### config.mk
export PLATFORM = sky130hd
export DESIGN_NAME = ifu_fetch_queue
export DESIGN_NICKNAME = d
export VERILOG_FILES = /design/src/rtl/ifu_fetch_queue.sv
export SDC_FILE = /design/constraint.sdc
export NUM_CORES = 1
export LEC_CHECK = 0
export BUFFER_PORTS_ARGS = -buffer_cell sky130_fd_sc_hd__buf_2
export CORE_ASPECT_RATIO = 0.7
export CORE_MARGIN = 4
export CORE_UTILIZATION = 40
export DETAILED_ROUTE_END_ITERATION = 8
export SETUP_SLACK_MARGIN = 0.1
export SYNTH_ARGS = -nofsm -noshare
export SYNTH_HDL_FRONTEND = slang
export SYNTH_SLANG_ARGS = --single-unit
### constraint.sdc
create_clock -name clock -period 3.2 [get_ports clock]
set_input_delay 0.96 -clock clock [delete_from_list [all_inputs] [get_ports clock]]
set_output_delay 0.96 -clock clock [all_outputs]
set_load 0.05 [all_outputs]
### src/rtl/ifu_fetch_queue.sv
// Instruction fetch: PC owner, single-outstanding memory requests, {pc,inst} FIFO to decode.
// Optional IFU_PERF_CNT_EN adds fetched/dropped/stall event counters.
module ifu_fetch_queue #(
  parameter int              XLEN     = 64,
  parameter int              MEM_DW   = 64,
  parameter int              DEPTH    = 4,
  parameter logic [XLEN-1:0] RESET_PC = XLEN'(64'h8000_0000)
) (
  input  logic              clock,
  input  logic              reset,
  output logic              io_req_valid,
  input  logic              io_req_ready,
  output logic [XLEN-1:0]   io_req_addr,
  input  logic              io_resp_valid,
  input  logic [MEM_DW-1:0] io_resp_data,
  output logic              io_out_valid,
  input  logic              io_out_ready,
  output logic [XLEN-1:0]   io_out_pc,
  output logic [31:0]       io_out_inst,
`ifdef IFU_PERF_CNT_EN
  output logic [63:0]       io_perf_fetched,
  output logic [63:0]       io_perf_dropped,
  output logic [63:0]       io_perf_stall,
`endif
  input  logic              io_redir_valid,
  input  logic [XLEN-1:0]   io_redir_pc
);

  localparam int AW = $clog2(DEPTH);
  localparam int CW = AW + 1;

  localparam logic [1:0] IDLE = 2'd0;
  localparam logic [1:0] REQ  = 2'd1;
  localparam logic [1:0] WAIT = 2'd2;

  localparam logic [XLEN-1:0] RST_PC = {RESET_PC[XLEN-1:2], 2'b00};

  logic [1:0]      state_q, state_d;
  logic [XLEN-1:0] fetch_pc_q, fetch_pc_d;
  logic [XLEN-1:0] req_pc_q, req_pc_d;
  logic            drop_q, drop_d;
  logic [CW-1:0]   count_q, count_d;
  logic [AW-1:0]   wr_ptr_q, wr_ptr_d;
  logic [AW-1:0]   rd_ptr_q, rd_ptr_d;
  logic [XLEN-1:0] pc_mem_q [DEPTH];
  logic [XLEN-1:0] pc_mem_d [DEPTH];
  logic [31:0]     inst_mem_q [DEPTH];
  logic [31:0]     inst_mem_d [DEPTH];

  logic        push;
  logic        pop;
  logic        resp_drop;
  logic [31:0] resp_inst;

  logic unused_redir_lsb;
  assign unused_redir_lsb = ^io_redir_pc[1:0];

  if (MEM_DW == 64) begin : g_dw64
    assign resp_inst = req_pc_q[2] ? io_resp_data[63:32]
                                   : io_resp_data[31:0];
  end else begin : g_dw32
    assign resp_inst = io_resp_data[31:0];
  end

  assign io_req_valid = (state_q == REQ);
  assign io_req_addr  = req_pc_q;
  assign io_out_valid = (count_q != '0);
  assign io_out_pc    = pc_mem_q[rd_ptr_q];
  assign io_out_inst  = inst_mem_q[rd_ptr_q];

  assign pop = io_out_valid && io_out_ready;

  always_comb begin
    state_d    = state_q;
    fetch_pc_d = fetch_pc_q;
    req_pc_d   = req_pc_q;
    drop_d     = drop_q;
    push       = 1'b0;
    resp_drop  = 1'b0;
    case (state_q)
      IDLE: begin
        if (!io_redir_valid && (count_q < CW'(DEPTH))) begin
          state_d  = REQ;
          req_pc_d = fetch_pc_q;
        end
      end
      REQ: begin
        if (io_req_ready) state_d = WAIT;
      end
      WAIT: begin
        if (io_resp_valid) begin
          state_d = IDLE;
          drop_d  = 1'b0;
          if (!drop_q && !io_redir_valid) begin
            push       = 1'b1;
            fetch_pc_d = fetch_pc_q + XLEN'(4);
          end else begin
            resp_drop = 1'b1;
          end
        end
      end
      default: state_d = IDLE;
    endcase
    // A redirect retargets the PC; an outstanding beat must be discarded later
    if (io_redir_valid) begin
      fetch_pc_d = {io_redir_pc[XLEN-1:2], 2'b00};
      if (state_q == REQ || (state_q == WAIT && !io_resp_valid))
        drop_d = 1'b1;
    end
  end

  always_comb begin
    wr_ptr_d   = wr_ptr_q;
    rd_ptr_d   = rd_ptr_q;
    count_d    = count_q;
    pc_mem_d   = pc_mem_q;
    inst_mem_d = inst_mem_q;
    if (push) begin
      pc_mem_d[wr_ptr_q]   = req_pc_q;
      inst_mem_d[wr_ptr_q] = resp_inst;
      wr_ptr_d             = wr_ptr_q + AW'(1);
    end
    if (pop) rd_ptr_d = rd_ptr_q + AW'(1);
    case ({push, pop})
      2'b10:   count_d = count_q + CW'(1);
      2'b01:   count_d = count_q - CW'(1);
      default: count_d = count_q;
    endcase
    if (io_redir_valid) begin
      wr_ptr_d = '0;
      rd_ptr_d = '0;
      count_d  = '0;
    end
  end

  always_ff @(posedge clock or negedge reset) begin
    if (!reset) begin
      state_q    <= IDLE;
      fetch_pc_q <= RST_PC;
      req_pc_q   <= RST_PC;
      drop_q     <= 1'b0;
      count_q    <= '0;
      wr_ptr_q   <= '0;
      rd_ptr_q   <= '0;
      for (int i = 0; i < DEPTH; i++) begin
        pc_mem_q[i]   <= '0;
        inst_mem_q[i] <= '0;
      end
    end else begin
      state_q    <= state_d;
      fetch_pc_q <= fetch_pc_d;
      req_pc_q   <= req_pc_d;
      drop_q     <= drop_d;
      count_q    <= count_d;
      wr_ptr_q   <= wr_ptr_d;
      rd_ptr_q   <= rd_ptr_d;
      pc_mem_q   <= pc_mem_d;
      inst_mem_q <= inst_mem_d;
    end
  end

`ifdef IFU_PERF_CNT_EN
  logic [63:0] fetched_q, fetched_d;
  logic [63:0] dropped_q, dropped_d;
  logic [63:0] stall_q, stall_d;

  always_comb begin
    fetched_d = fetched_q + {63'd0, push};
    dropped_d = dropped_q + {63'd0, resp_drop};
    stall_d   = stall_q + {63'd0, (state_q == REQ) && !io_req_ready};
  end

  always_ff @(posedge clock or negedge reset) begin
    if (!reset) begin
      fetched_q <= '0;
      dropped_q <= '0;
      stall_q   <= '0;
    end else begin
      fetched_q <= fetched_d;
      dropped_q <= dropped_d;
      stall_q   <= stall_d;
    end
  end

  assign io_perf_fetched = fetched_q;
  assign io_perf_dropped = dropped_q;
  assign io_perf_stall   = stall_q;
`else
  logic unused_drop;
  assign unused_drop = resp_drop;
`endif

endmodule

==> summary by stage <==
Run status
The run finished with clean final reports.

STA
Measured against its own limit, the worst slew margin works out to 42.74%. The final number of hold-violating endpoints is 0. Setup repair after global routing could not meet its margin everywhere. The number of max-slew violations in the final report is 0.

The minimum clock period is 3.133 ns. The maximum frequency from static timing analysis is 0.3192 GHz. The total setup violations reported at the end of the flow is 0. Adding up every negative setup slack in the final design gives 0 ns. The final clock skew is 0.01814 ns. The transition time of the tightest slew-check pin is 0.8589 ns. On the final layout, the worst hold slack is 0.3326 ns. The final critical-path share of the clock period is 97.91%.

Clocking
The clock edge transition at the registers on the reported setup and hold paths is 0.06 ns. The number of clock buffers added by TritonCTS is 51. No sink is reached through more buffers than the 3 on the longest clock path. The number of sinks on the clock net is 510.

The clock tree from TritonCTS is built. The number of hold buffers added after CTS was 0. CTS placed an instance of sky130_fd_sc_hd__clkbuf_16 at the clock tree root. For the worst-skew pair, the clock arrives at the later sink with an insertion delay of 0.59 ns. In this run the number of H-tree levels came out at 2.

Floorplanning
The vertical extent of the die is 207.1 um. The initial utilization of the core area, before any placement, comes to 40.74%. In this run the core area contains 72 standard-cell rows. The die extent in x is 292.4 um. The floorplan step defined a core boundary enclosing 55,580 um^2. The area of the die is 60,550 um^2. The number of I/O pins is 296.

Worst setup path
The maximum net fanout on the critical path is 8. The capture point of the worst path is io_out_pc[51]. The critical path startpoint category is a register. In this run the critical register-to-register path is captured at fetch_pc_q[54].

The endpoint class of the critical path is an output pin. The most critical setup path has its startpoint at rd_ptr_q[0]. The critical path in this run is classified as reg2out. The beginning of the worst register-to-register path is fetch_pc_q[2]. The number of cells on the worst reg-to-reg path is 7. STA puts the critical path data required time at 2.24 ns.

The reg-to-reg setup timing slack is 0.44 ns. The arrival time reported for the critical path endpoint is 2.17 ns.

Worst hold path
The class of the worst hold path is in2async.

Synthesis
Yosys printed 0 warnings. By area the synthesized netlist is led by sky130_fd_sc_hd__dfrtp_1, sky130_fd_sc_hd__mux2_2, sky130_fd_sc_hd__mux4_2. The cell accounting for the most synthesized area is sky130_fd_sc_hd__dfrtp_1. The total standard cell area after synthesis is 22,650 um^2.

Counting distinct cell types in the post-synthesis netlist gives 48. The synthesized flop and latch total is 510. The fraction of post-synthesis cell area in the top cell type by area is 56.14%.

Averaged over all synthesized cells, the footprint is 13.14 um^2. After synthesis, flip-flops and latches occupy 56.37% of the total area. The number of instances in the synthesized netlist is 1,723.

Pwr
The power per unit of standard cell area is 896.1 nW/um^2. The largest vdd supply drop is 530.1 uV. The analysis attributes to cell leakage a power of 12.67 nW.

GRT
The via count of the first global-routing pass is 15,850. The number of antenna violations at the first check in global routing is 4. The global-route wire length before repair is 93.72 mm. Global routing used 19.44% of the available tracks. The global-route congestion overflow total is 0. The maximum number of pins on one net before global-route repair is 93.

Route
The average wire length per cell after detail routing is 21.09 um. The remaining antenna violation count is 0. For this block, the via count after detailed routing is 15,110. The routed wire length is 59.21 mm.

The residual DRC count is 0. The detailed router finished its first iteration with 881 violations. The ratio of routed vias to standard cells is 5.381. The first detailed-routing pass took 5 iterations.

Place
The number of buffers inserted by port buffering is 289. In this run, placement finished with an instance count of 2,693. At the end of routability-driven placement, the weighted congestion stood at 0.7883. Detailed placement ended at an HPWL of 38.83 mm.

Layout
The area growth from synthesis to layout is 22.90%. Of the cells placed in the final design, the portion with a size suffix greater than 1 is 41.89%. The finished layout holds 2,808 standard cells, fillers aside.

The final net count is 2,163.

Run
The number of max-cap violations is 0.
-- flip-flops by register name (all words and copies together) (netlist names) --
name         count
pc_mem_q       248
inst_mem_q     128
fetch_pc_q      62
io_req_addr     62
count_q          3
rd_ptr_q         2
state_q          2
wr_ptr_q         2
drop_q           1
-- worst max-delay path, stage by stage (launching register included) --
cell,delay [ns]
sky130_fd_sc_hd__dfrtp_4,0.50
sky130_fd_sc_hd__buf_12,0.15
sky130_fd_sc_hd__buf_12,0.13
sky130_fd_sc_hd__buf_16,0.15
sky130_fd_sc_hd__mux4_2,0.47
sky130_fd_sc_hd__buf_6,0.18
-- power breakdown --
group | total [W] | switching [W] | internal, W
clock | 0.00621 | 0.00258 | 0.00363
sequential | 0.00882 | 0.00117 | 0.00764
combinational | 0.00992 | 0.00621 | 0.00370
total | 0.0249 | 0.00996 | 0.0150
-- cell usage in the layout, fill, tap and decap left out, types with 15 or more instances in the layout --
master	instances
sky130_fd_sc_hd__dfrtp_1	505
sky130_fd_sc_hd__mux2_2	310
sky130_fd_sc_hd__buf_2	203
sky130_fd_sc_hd__nor2_1	162
sky130_fd_sc_hd__a21oi_1	133
sky130_fd_sc_hd__mux4_2	94
sky130_fd_sc_hd__buf_4	81
sky130_fd_sc_hd__nand2_1	72
sky130_fd_sc_hd__clkbuf_16	53
sky130_fd_sc_hd__o21ai_0	46
sky130_fd_sc_hd__buf_6	39
sky130_fd_sc_hd__xnor2_1	37
sky130_fd_sc_hd__mux2i_1	34
sky130_fd_sc_hd__buf_12	27
sky130_fd_sc_hd__nand4_1	23
sky130_fd_sc_hd__nand3_1	21
sky130_fd_sc_hd__a31oi_1	21
sky130_fd_sc_hd__nor4_1	16
sky130_fd_sc_hd__inv_1	15
-- logic make-up (layout without fill, tap and decap cells) --
family,count (synthesis),count (layout),synth area share [%]
AO/OA/AOI/OAI,220,220,5.172
XOR/XNOR,44,44,1.702
adder cells (fa/ha/maj),6,6,0.3647
buffers and inverters,135,474,2.354
flip-flops,510,510,56.37
multiplexers,438,438,26.27
other,1,7,0.01656
AND/OR/NAND/NOR,369,369,7.757
-- cells in the mapped netlist (all sizes together) --
library cell,count
a21o,1
buf,31
a31o,1
o31ai,11
or2b,1
nor2,162
a21oi,133
clkbuf,89
mux2,310
o211ai,1
dfrtp,508
nand3b,1
dfstp,2
inv,15
nor2b,2
mux4,94
conb,1
o41ai,1
xor2,7
nand4,24
nand3,21
a311oi,1
and2,2
and4,5
nor4bb,1
and4b,1
o21ai,50
fa,1
nand4bb,1
ha,5
nor3,13
nand2b,1
nand2,72
or4,11
or4b,2
a31oi,21
nor4,17
mux2i,34
and3,17
xnor2,37
or3,12
nor4b,3
-- what timing repair did --
item                                    CTS  global route
gates cloned                              6             2
pin swaps                                 0             0
resized for setup                       114            40
endpoints found under the setup margin   87            90
setup buffers                             9             0
-- metal layers --
metal / global-route usage (%) / share of wire (%) / vias to the layer above
li1: - / - / 6869
met1: 27.78 / 45 / 7821
met2: 31.18 / 47 / 340
met3: 3.148 / 5.2 / 78
met4: 5.034 / 2.2 / 2
met5: 0 / 0.020 / -
-- worst min-delay path by stage --
stage | from | end | slack (ns)
2_1_floorplan | pc_mem_q[124] | pc_mem_q[124] | 0.48
3_3_place_gp | pc_mem_q[16] | pc_mem_q[16] | 0.48
3_5_place_dp | pc_mem_q[95] | pc_mem_q[95] | 0.49
4_1_cts | reset | inst_mem_q[102] | 0.33
5_1_grt | reset | inst_mem_q[70] | 0.35
6_report | reset | inst_mem_q[102] | 0.33
-- stage by stage --
stage	util, %	total power (W)	setup slack (ns)	instance area (um^2)
3_5_place_dp	45.63	0.01790	0.04902	25360
5_1_grt	50.07	0.02605	0.0004519	27830
3_3_place_gp	45.63	0.01772	0.07728	25360
2_1_floorplan	-	0.01535	0.2394	22660
6_report	50.07	0.02494	0.06682	27830
4_1_cts	49.85	0.02509	0.01638	27710
-- area by class of cell --
cell class | count | area [um^2]
antenna | 3 | 7.507
clock buffer | 77 | 1525
clock inverter | 18 | 226.5
fill | 4823 | 27750
inverter | 15 | 56.30
multi-input combinational | 1081 | 9400
sequential | 510 | 12770
tap | 740 | 925.9
timing repair buffer | 364 | 2917
Power figures use the tool's default switching activity.
